===== src/rtl/drain_pkg.sv =====
// Shared defaults and FSM encoding for the drain slave.
// Imported by drain_slave and sync_fifo.
package drain_pkg;

    localparam int DEPTH_DEF        = 4;
    localparam int DRAIN_CYCLES_DEF = 3;
    localparam int DATA_W           = 32;

    typedef enum logic {
        IDLE = 1'b0,
        WAIT = 1'b1
    } drain_state_t;

endpackage


===== src/rtl/sync_fifo.sv =====
// Synchronous FIFO with flush; head is the word at the read pointer.
// Pointers wrap naturally because DEPTH is a power of two.
module sync_fifo
    import drain_pkg::*;
#(
    parameter int DEPTH = DEPTH_DEF,
    parameter int WIDTH = DATA_W
) (
    input  logic                     clk,
    input  logic                     rst_n,
    input  logic                     push,
    input  logic                     pop,
    input  logic                     clear,
    input  logic [WIDTH-1:0]         din,
    output logic [WIDTH-1:0]         head,
    output logic [$clog2(DEPTH):0]   level
);

    localparam int AW = $clog2(DEPTH);

    logic [WIDTH-1:0] mem [DEPTH];
    logic [AW-1:0]    wr_ptr;
    logic [AW-1:0]    rd_ptr;

    assign head = mem[rd_ptr];

    always_ff @(posedge clk) begin
        if (push && !clear) begin
            mem[wr_ptr] <= din;
        end
    end

    always_ff @(posedge clk or negedge rst_n) begin
        if (!rst_n) begin
            wr_ptr <= '0;
            rd_ptr <= '0;
            level  <= '0;
        end else if (clear) begin
            wr_ptr <= '0;
            rd_ptr <= '0;
            level  <= '0;
        end else begin
            if (push) begin
                wr_ptr <= wr_ptr + 1'b1;
            end
            if (pop) begin
                rd_ptr <= rd_ptr + 1'b1;
            end
            unique case (1'b1)
                (push && !pop): level <= level + 1'b1;
                (pop && !push): level <= level - 1'b1;
                default:        level <= level;
            endcase
        end
    end

endmodule


===== src/rtl/drain_slave.sv =====
// Write-only slave that queues words and drains one every DRAIN_CYCLES
// edges into a running 32-bit sum.
module drain_slave
    import drain_pkg::*;
#(
    parameter int DEPTH        = DEPTH_DEF,
    parameter int DRAIN_CYCLES = DRAIN_CYCLES_DEF
) (
    input  logic                     i_clk,
    input  logic                     i_rstn,
    input  logic                     i_valid,
    output logic                     o_ready,
    input  logic [DATA_W-1:0]        i_data,
    output logic [DATA_W-1:0]        o_data,
    input  logic                     i_clear,
    output logic [$clog2(DEPTH):0]   o_level,
    output logic                     o_busy
);

    localparam int LW = $clog2(DEPTH) + 1;
    localparam int CW = $clog2(DRAIN_CYCLES) + 1;
    localparam logic [CW-1:0] CNT_LAST = CW'(DRAIN_CYCLES - 1);
    localparam logic [LW-1:0] FULL     = LW'(DEPTH);
    localparam logic [LW-1:0] ONE      = LW'(1);

    drain_state_t      state;
    logic [CW-1:0]     cnt;
    logic [DATA_W-1:0] head;
    logic              push;
    logic              pop;
    logic              stay;

    // Ready comes from the level register only, so a same-edge pop
    // at full never opens the door to a push.
    assign o_ready = (o_level != FULL);
    assign push    = i_valid && o_ready;
    assign pop     = (state == WAIT) && (cnt == CNT_LAST);
    assign stay    = push || (o_level > ONE);
    assign o_busy  = (state == WAIT);

    sync_fifo #(
        .DEPTH (DEPTH),
        .WIDTH (DATA_W)
    ) u_fifo (
        .clk   (i_clk),
        .rst_n (i_rstn),
        .push  (push),
        .pop   (pop),
        .clear (i_clear),
        .din   (i_data),
        .head  (head),
        .level (o_level)
    );

    always_ff @(posedge i_clk or negedge i_rstn) begin
        if (!i_rstn) begin
            state  <= IDLE;
            cnt    <= '0;
            o_data <= '0;
        end else if (i_clear) begin
            state  <= IDLE;
            cnt    <= '0;
            o_data <= '0;
        end else begin
            unique case (state)
                IDLE: begin
                    cnt <= '0;
                    if (o_level != '0) begin
                        state <= WAIT;
                    end
                end
                WAIT: begin
                    if (pop) begin
                        o_data <= o_data + head;
                        cnt    <= '0;
                        state  <= stay ? WAIT : IDLE;
                    end else begin
                        cnt <= cnt + 1'b1;
                    end
                end
                default: begin
                    state <= IDLE;
                    cnt   <= '0;
                end
            endcase
        end
    end

endmodule


===== config.mk =====
export PLATFORM = sky130hd
export DESIGN_NAME = drain_slave
export DESIGN_NICKNAME = d
export VERILOG_FILES = /design/src/rtl/drain_pkg.sv /design/src/rtl/sync_fifo.sv /design/src/rtl/drain_slave.sv
export SDC_FILE = /design/constraint.sdc
export NUM_CORES = 1
export LEC_CHECK = 0
export ABC_AREA = 0
export CORE_UTILIZATION = 36
export DETAILED_ROUTE_END_ITERATION = 12
export HOLD_SLACK_MARGIN = 0.05
export SLEW_MARGIN = 20
export SYNTH_ARGS = -nofsm -noshare
export SYNTH_HDL_FRONTEND = slang
export SYNTH_HIERARCHICAL = 1
export SYNTH_SLANG_ARGS = --single-unit

===== constraint.sdc =====
create_clock -name i_clk -period 3.55 [get_ports i_clk]
set_input_delay 0.71 -clock i_clk [delete_from_list [all_inputs] [get_ports i_clk]]
set_output_delay 0.71 -clock i_clk [all_outputs]
set_load 0.05 [all_outputs]

==> metrics.cfg, run 1 <==
[drt]
ant_nets=0
wl_um=19200
first_pass_iters=5
drt_iter0_markers=303
post_drt_wl_per_cell_um=18.5
route.detailed.drc=0
vias=5477
vias_per_cell=5.29

[cells_and_area]
syn_to_final_growth_pct=20.2
layout.cells.non_filler=1035
final_common_cell=edfxtp_1
num_antenna_cells=0
num-fill-cells=2065
fin_util_pct=44.5
final_layout_size_suffix_gt1_share_pct=13.3
final_cell_mix=edfxtp_1, clkdlybuf4s50_1, nand2_1
nNetsFinal=784

[worst_hold_path]
hp-class=input port to asynchronous set/reset pin

[placed_design]
place.gp.congestion=0.873
port_buffers=72
placed_cells=1003
dp_hpwl_um=13300

[sta]
finalSetupTns_ns=0
finalSetupViolCount=0
relSlewSlack_pct=58.9
fin_skew_ns=0.0139
hold_viol=0
period_share_pct=94.4
period_minus_slack_ns=3.35
tightest_slew_ns=0.616
fmax_mhz=299
finalMaxSlewViolations=0
rsz0062_at_grt=no

[worst_setup_path]
required_ns=3.90
startpoint_type=flop
worstSetupPathType=flop to flop
cp_cell_sequence=buf_12 > mux4_1 > ha_1 > a211oi_1 > o21ai_1 > a22oi_1 > a211oi_1 > o211ai_1 > a2111o_1 > a31oi_1
slowest_stage=mux4_1
critPathMaxFanout=19
max_stage_delay_ns=0.64
critical_path_arrival_ns=3.70
cpMostUsedCell=a211oi_1
end_kind=flop
cp-startpoint=u_fifo/rd_ptr[0]
r2r_start=u_fifo/rd_ptr[0]

[logic_synthesis]
async_flop_share_pct=25.1
synth-seq-cells=171
yosys_most_used_dff=edfxtp_1
yosys_warnings=6
syn_nets=702
synth.avg_cell_area_um2=13.4
synth_edf_count=128
netlist_area_mm2=0.00842
synth_seq_area_share_pct=58.4
syn_inst=627
yosysUniqueCellTypes=66

[power]
total_power_mw=4.38
p_sw_share_pct=25.0
ir_drop_uv=314
power.density_mw_per_mm2=433
p_comb_share_pct=7.1
clkPwrFrac_pct=42.0
switching_power_mw=1.09
seq_power_share_pct=50.8
internal-power_mw=3.29
leakage_nw=3.64

[clock_network]
post_cts_resized=0
clk_latency_ns=0.43
ctsRootBufferMaster=clkbuf_16
holdBufCountCts=0
cts_tree=built
cts_buffer_depth=2
cts_sinks=171
cts_setup_buffers=0
h-tree-depth=4
numCtsBuffers=17
cts.reportedPaths.clkPinSlew_ns=0.07

[global_routing]
grt_pass1_vias=5613
grt.overflow.total=0
antenna_found_initial=0
grt_start_max_net_pins=44
grt_use_total_pct=16.9
grt_first_pass_wirelength_um=30800

[floorplan]
core-area_mm2=0.0228
die_width_um=155
die_h_um=155
start_util_pct=37.0
die_area_mm2=0.0240
num_rows=55
pin_count=73

[status]
status=finished, final reports clean

[flow_run]
maxCapViolations=0

## cell families (layout without fill, tap and decap cells)
kind of cell	Yosys count	in the layout	synth area share, %
adders and majority gates	39	39	5.97
DFF	171	171	58.4
AOI/OAI and AO/OA	150	150	11.6
buffers and inverters	50	145	3.16
and+or+nand+nor	162	162	9.67
xor gates and xnor gates	19	19	1.98
muxes	36	36	9.22
## synthesized netlist by cell type (3+ instances only)
library cell  instances  share of area, %
a21oi_1              50               3.0
xor2_1                8              0.83
o31ai_1               4              0.36
or3_1                 5              0.37
mux4_1                4               1.2
buf_2                 9              0.53
buf_1                 3              0.13
o211ai_1              7              0.62
o21bai_1              3              0.27
mux2i_1               3              0.36
nand3b_1              3              0.27
o21a_1                8              0.71
nor2b_1               6              0.45
a211oi_1              8              0.71
and3_1                4              0.30
and2_1                8              0.59
nand3_1              12              0.71
nor3_1                8              0.48
a31oi_1               5              0.37
inv_1                17              0.76
nor3b_1               4              0.36
o21ai_0              29               1.7
and4_1                3              0.31
nand2_1              57               2.5
xnor2_1              11               1.1
edfxtp_1            128                46
clkbuf_1             13              0.58
a21o_1                8              0.71
ha_1                 37               5.5
dfrtp_1              43                13
buf_12                3              0.71
mux4_2               28               7.5
clkbuf_2              3              0.18
nand4_1              10              0.74
nor2_1               32               1.4
## power by group through the flow
stage          combinational, mW  clock (mW)  sequential, mW
2_1_floorplan              0.156           0            2.29
3_3_place_gp               0.305           0            2.27
3_5_place_dp               0.315           0            2.27
4_1_cts                    0.316        1.89            2.23
5_1_grt                    0.343        1.97            2.23
6_report                   0.313        1.84            2.23
## per-stage QoR
step | hold slack, ns | setup WS [ns] | instance area, um^2
floorplan | 0.414 | 0.439 | 8420
finish | 0.297 | 0.200 | 10100
global route | 0.332 | 0.0365 | 10100
global placement | 0.440 | 0.231 | 9520
CTS | 0.486 | 0.188 | 10100
detailed placement | 0.476 | 0.194 | 9520
## layout make-up
class                   count  area, um^2  area share, %
multi-input cells         406        3240           32.0
flip-flops and latches    171        4920           48.6
repair buffers             96         911           9.00
clock buffers              17         425           4.20
well taps                 313         392           3.87
clock inverters            15         175           1.73
inverters                  17        63.8          0.630
## critical path: cells and delay by family, from the launching register on
family | cells | cell delay (ns)
DFF | 1 | 0.39
AOI/OAI and AO/OA | 7 | 1.68
buffers and inverters | 1 | 0.19
muxes | 1 | 0.64
adders and majority gates | 1 | 0.36
## registers in the layout, summed over array words and instances, names as in the netlist
signal,count
u_fifo/mem,128
o_data,32
cnt,3
u_fifo/level,3
u_fifo/rd_ptr,2
u_fifo/wr_ptr,2
o_busy,1
## path summary, 6_finish.rpt
path	end	cells past startpoint	slack, ns
max in group asynchronous	u_fifo/rd_ptr[0]	1	2.80
min	o_data[4]	1	0.30
min in group i_clk	cnt[0]	1	0.48
min reg2reg	cnt[0]	1	0.48
max reg2reg	o_data[29]	10	0.20
max	o_data[29]	10	0.20
## per-layer routing
| metal | vias up | GRT usage (%) | wire (um) |
|---|---|---|---|
| li1 | 2582 | - | - |
| met1 | 2757 | 22.5 | 8860 |
| met2 | 122 | 28.0 | 9430 |
| met3 | 16 | 3.01 | 636 |
| met4 | 0 | 5.37 | 253 |
| met5 | - | 0 | 0 |
Note: power is estimated with default switching activity, not from simulation.
==> run 2: changes to the inputs <==
- CORE_UTILIZATION: 36 -> 50
- PLACE_DENSITY: unset -> 0.78
==> run 2 against run 1 <==
  * Critical path depth rose by 2
  * First-iteration DRC count rose by 24%
  * Die area fell by 28%
  * Cell count fell by 7.7%
  * Sequential power barely moved
  * Wire length fell by 0.78%
  * Count of clock-buffer cells in the layout did not move
  * Hold slack got worse by 0.070 ns
  * Cell area rose by 0.17%
==> metrics.cfg, run 2 (same netlist as run 1, synthesis figures left out) <==
[status]
status=finished, final reports clean

[global_routing]
grt_use_met1_pct=29.2  ; +6.8 points
grt_first_pass_wirelength_um=30700  ; -0.27%
busiest_layer=met2
grt.overflow.total=0  ; unchanged
grt_start_max_net_pins=39  ; -11%
grt_use_total_pct=23.2  ; +6.3 points
met3_usage_pct=4.34  ; +1.3 points
antenna_found_initial=0  ; unchanged
grt_pass1_vias=5846  ; +4.2%
grtUsageMet2_pct=40.0  ; +12 points

[worst_setup_path]
required_ns=3.87  ; -0.03 ns
r2r_start=u_fifo/rd_ptr[0]
worstSetupPathType=flop to flop
startpoint_type=flop
end_kind=flop
reg2reg_slack_ns=0.19  ; about the same
timing.rr.end=o_data[30]
critical_path_arrival_ns=3.68  ; -0.02 ns
cp-startpoint=u_fifo/rd_ptr[0]
worstRegToRegCells=12  ; +2
crit_path_end=o_data[30]
critPathMaxFanout=12  ; -7

[clock_network]
cts_tree=built
cts_setup_buffers=0  ; unchanged
cts_buffer_depth=2  ; unchanged
ctsRootBufferMaster=clkbuf_16
h-tree-depth=4  ; unchanged
cts_sinks=171  ; unchanged
cts.reportedPaths.clkPinSlew_ns=0.06  ; about the same
clk_latency_ns=0.44  ; about the same
numCtsBuffers=17  ; unchanged

[floorplan]
die_area_mm2=0.0174  ; -28%
num_rows=47  ; -15%
die_width_um=132  ; -15%
die_h_um=132  ; -15%
pin_count=73  ; unchanged
core-area_mm2=0.0165  ; -27%
start_util_pct=51.0  ; +14 points

[drt]
ant_nets=0  ; unchanged
drt_iter0_markers=377  ; +24%
vias_per_cell=5.89  ; +11%
post_drt_wl_per_cell_um=19.9  ; +7.5%
vias=5624  ; +2.7%
first_pass_iters=5  ; unchanged
route.detailed.drc=0  ; unchanged
wl_um=19000  ; -0.78%

[sta]
finalMaxSlewViolations=0  ; unchanged
finalSetupTns_ns=0  ; unchanged
hold_viol=0  ; unchanged
relSlewSlack_pct=64.7  ; +5.7 points
holdWs_ns=0.227  ; -0.0698 ns
finalSetupViolCount=0  ; unchanged
rsz0062_at_grt=no
fmax_mhz=298  ; -0.30%
fin_skew_ns=0.0123  ; -0.00155 ns
period_minus_slack_ns=3.36  ; +0.00994 ns
period_share_pct=94.6  ; +0.28 points
tightest_slew_ns=0.528  ; -0.0876 ns

[placed_design]
port_buffers=72  ; unchanged
dp_hpwl_um=13300  ; about the same
place.gp.congestion=0.899  ; +2.9%
placed_cells=922  ; -8.1%

[cells_and_area]
largest_reg_flops=128  ; unchanged
largest_register=u_fifo/mem
final_cell_mix=edfxtp_1, clkdlybuf4s50_1, nand2_1
final_layout_size_suffix_gt1_share_pct=14.8  ; +1.5 points
layout.cells.non_filler=955  ; -7.7%
fin_util_pct=61.4  ; +17 points
syn_to_final_growth_pct=20.4
final_common_cell=edfxtp_1
nNetsFinal=797  ; +1.7%
num-fill-cells=1219  ; -41%
num_antenna_cells=0  ; unchanged
top_regs=u_fifo/mem x128, o_data x32

[power]
power.density_mw_per_mm2=439  ; +1.5%
leakage_nw=3.71  ; +2.0%
ir_drop_uv=334  ; +6.2%

[flow_run]
maxCapViolations=0  ; unchanged

[worst_hold_path]
hp-class=input port to asynchronous set/reset pin

## run 2: changes by cell type in the layout (fill, tap and decap cells not counted), moves of 2 or more
| cell | delta |
|---|---|
| clkinv_8 | -5 |
| inv_8 | -4 |
| buf_4 | +10 |
| inv_6 | +2 |
| bufinv_16 | +3 |
## run 2: cell type report
| type | count | area, um^2 | area share (%) |
|---|---|---|---|
| inverter | 17 | 63.8 | 0.629 |
| timing repair buffer | 109 | 1040 | 10.2 |
| clock inverter | 15 | 181 | 1.79 |
| tap | 220 | 275 | 2.71 |
| clock buffer | 17 | 425 | 4.19 |
| multi-input combinational | 406 | 3240 | 31.9 |
| sequential | 171 | 4920 | 48.5 |
## run 2: how the worst min path moves through the flow
stage / from / endpoint / depth (start not counted)
4_1_cts: i_rstn / o_data[2] / 1
2_1_floorplan: i_rstn / cnt[0] / 0
5_1_grt: i_rstn / o_data[2] / 1
3_5_place_dp: cnt[0] / cnt[0] / 1
3_3_place_gp: cnt[0] / cnt[0] / 1
6_report: i_rstn / o_data[3] / 1
## run 2: through the flow
stage | setup slack (ns) | area, um^2 | total power [mW]
after global placement | 0.233 | 9510 | 2.58
final | 0.190 | 10100 | 4.46
after global routing | 0.0271 | 10100 | 4.60
after detailed placement | 0.155 | 9510 | 2.59
after floorplan | 0.439 | 8420 | 2.45
after CTS | 0.141 | 10100 | 4.50
## run 2: critical path: stages, from the launching register on
cell and delay (ns):
dfrtp_2 0.44, buf_12 0.17, mux4_1 0.33, ha_1 0.19
inv_1 0.07, fa_1 0.38, nor2b_1 0.23, o211ai_1 0.16
a211o_1 0.39, and4_4 0.23, nor4_4 0.30, o21ai_1 0.09
a32o_1 0.26
## run 2: layer usage
layer,vias up,part of all wire [%]
met5,-,0
met4,0,2.0
met3,24,4.3
met2,176,52
met1,2813,42
li1,2611,-
## run 2: what timing repair did
| action | in CTS | in global routing |
|---|---|---|
| endpoints found under the setup margin | 0 | 2 |
| resized for setup | 0 | 2 |
| hold buffers | 0 | 0 |
| hold endpoints to repair | 0 | 0 |
## run 2: power breakdown
group	total [mW]	switching [mW]	leakage [nW]	internal, mW
Sequential	2.23	0.0226	1.76	2.21
Combinational	0.318	0.184	1.66	0.134
Clock	1.91	0.789	0.297	1.12
Total	4.46	0.996	3.71	3.46
==> patch: new RTL, flow settings as in run 2 <==
Set the package constant `DEPTH_DEF` to 8 (it was 4).
--- a/src/rtl/drain_pkg.sv
+++ b/src/rtl/drain_pkg.sv
@@ -3,5 +3,5 @@
 package drain_pkg;
 
-    localparam int DEPTH_DEF        = 4;
+    localparam int DEPTH_DEF        = 8;
     localparam int DRAIN_CYCLES_DEF = 3;
     localparam int DATA_W           = 32;
Ports: changed (resized o_level); port bits go from 73 to 74. The function was not compared with the original's and may differ.
==> patch against run 2 <==
  * First-iteration DRC count rose by 68%
  * Cell count grew 42%
  * Final area rose by 64%
  * Critical path type unchanged
  * Synthesized area increased by 63%
  * Clock power increased by 65%
  * Critical endpoint is now o_data[29]
  * Setup slack got worse by 0.13 ns
  * Routed wire length grew 66%
  * Power increased by 69%
  * Sequential cell count rose by 131
==> patch: results (changes against run 2) <==
{| class="wikitable"
! Metric !! Value
|-
| Fillers || 1850 (was 1219)
|-
| Run status || finished clean (unchanged)
|-
| Overall power after layout || 7539 µW (was 4456 µW)
|-
| Detailed route wirelength on metal2 || 15.15 mm (was 9.854 mm)
|-
| Overall via count from detail_route || 8287 (was 5624)
|-
| Port Buffer Count || 73 (was 72)
|-
| Number of cells produced by synthesis || 860 (was 627)
|-
| Registers with the highest flip-flop counts || u_fifo/mem (256), o_data (32), u_fifo/level (4) (was u_fifo/mem (128), o_data (32))
|-
| Wire length on met1 || 13.30 mm (was 7.975 mm)
|-
| Met1 track utilization from global routing || 0.3191 (was 0.2925)
|-
| Total half-perimeter wirelength after legalization and detailed placement || 19.14 mm (was 13.32 mm)
|-
| Flip-flop and latch count after synthesis || 302 (was 171)
|-
| Fmax || 0.2864 GHz (was 0.2977 GHz)
|-
| Largest fanout of any net on the critical path || 6 (was 12)
|-
| Count of flip-flops with a built-in enable after synthesis || 256 (was 128)
|-
| Layout buffer count excluding clock buffers || 141 (was 109)
|-
| Global Route Usage Sum || 0.2218 (was 0.2320)
|-
| Clock Skew || 0.009116 ns (was 0.01232 ns)
|-
| Total CTS buffers || 31 (was 17)
|-
| Inverters || 15 (was 17)
|-
| Final #Nets || 1064 (was 797)
|-
| Post-Place Setup Slack || -0.01117 ns (was 0.1546 ns)
|-
| Buffer count from post-CTS setup fixing || 4 (was 0)
|-
| Part of the total power dissipated in combinational logic || 0.060 (was 0.071)
|-
| GR met3 Demand/Resource || 0.03120 (was 0.04344)
|-
| Power per cell area || 453.8 nW/µm² (was 439.3 nW/µm²)
|-
| Asr flop ratio synth || 0.1523 (was 0.2515)
|-
| Multi-In Gates || 499 (was 406)
|-
| Transition time at the pin with the least slew margin || 0.9115 ns (was 0.5285 ns)
|-
| Seq power || 3940 µW (was 2230 µW)
|-
| Sequential cell area in the final layout || 8843 µm² (was 4921 µm²)
|-
| Static leakage || 0.005831 µW (was 0.003712 µW)
|-
| Global-route wire length before repair || 47.24 mm (was 30.70 mm)
|-
| Post-synthesis cell type count || 71 (was 66)
|}
patch: changes by cell type after synthesis, sizes merged, moves of 7 or more:
cell           run 2  this run
mux4              32        64
nand3             12        23
mux2               1        33
edfxtp           128       256
o21ai             32        22
clkbuf            16        29
and3               4        11
a21o               8        17
patch: kinds of logic (layout without fill, tap and decap cells):
group / after synthesis / in the layout / share of synthesized area
flops: 302 / 302 / 0.6454
compound gates: 150 / 150 / 0.07447
simple gates: 190 / 190 / 0.06971
buf+inv: 59 / 212 / 0.02165
xor+xnor: 21 / 21 / 0.01343
mux: 100 / 100 / 0.1401
fa+ha+maj: 38 / 38 / 0.03527
patch: worst max-delay path: cells and delay by family, from the launching register on:
family                     cells  cell delay [ns]
AOI/OAI and AO/OA              5             1.46
muxes                          2             0.87
DFF                            1             0.53
adders and majority gates      1             0.32
buffers and inverters          1             0.15
and+or+nand+nor                1             0.08
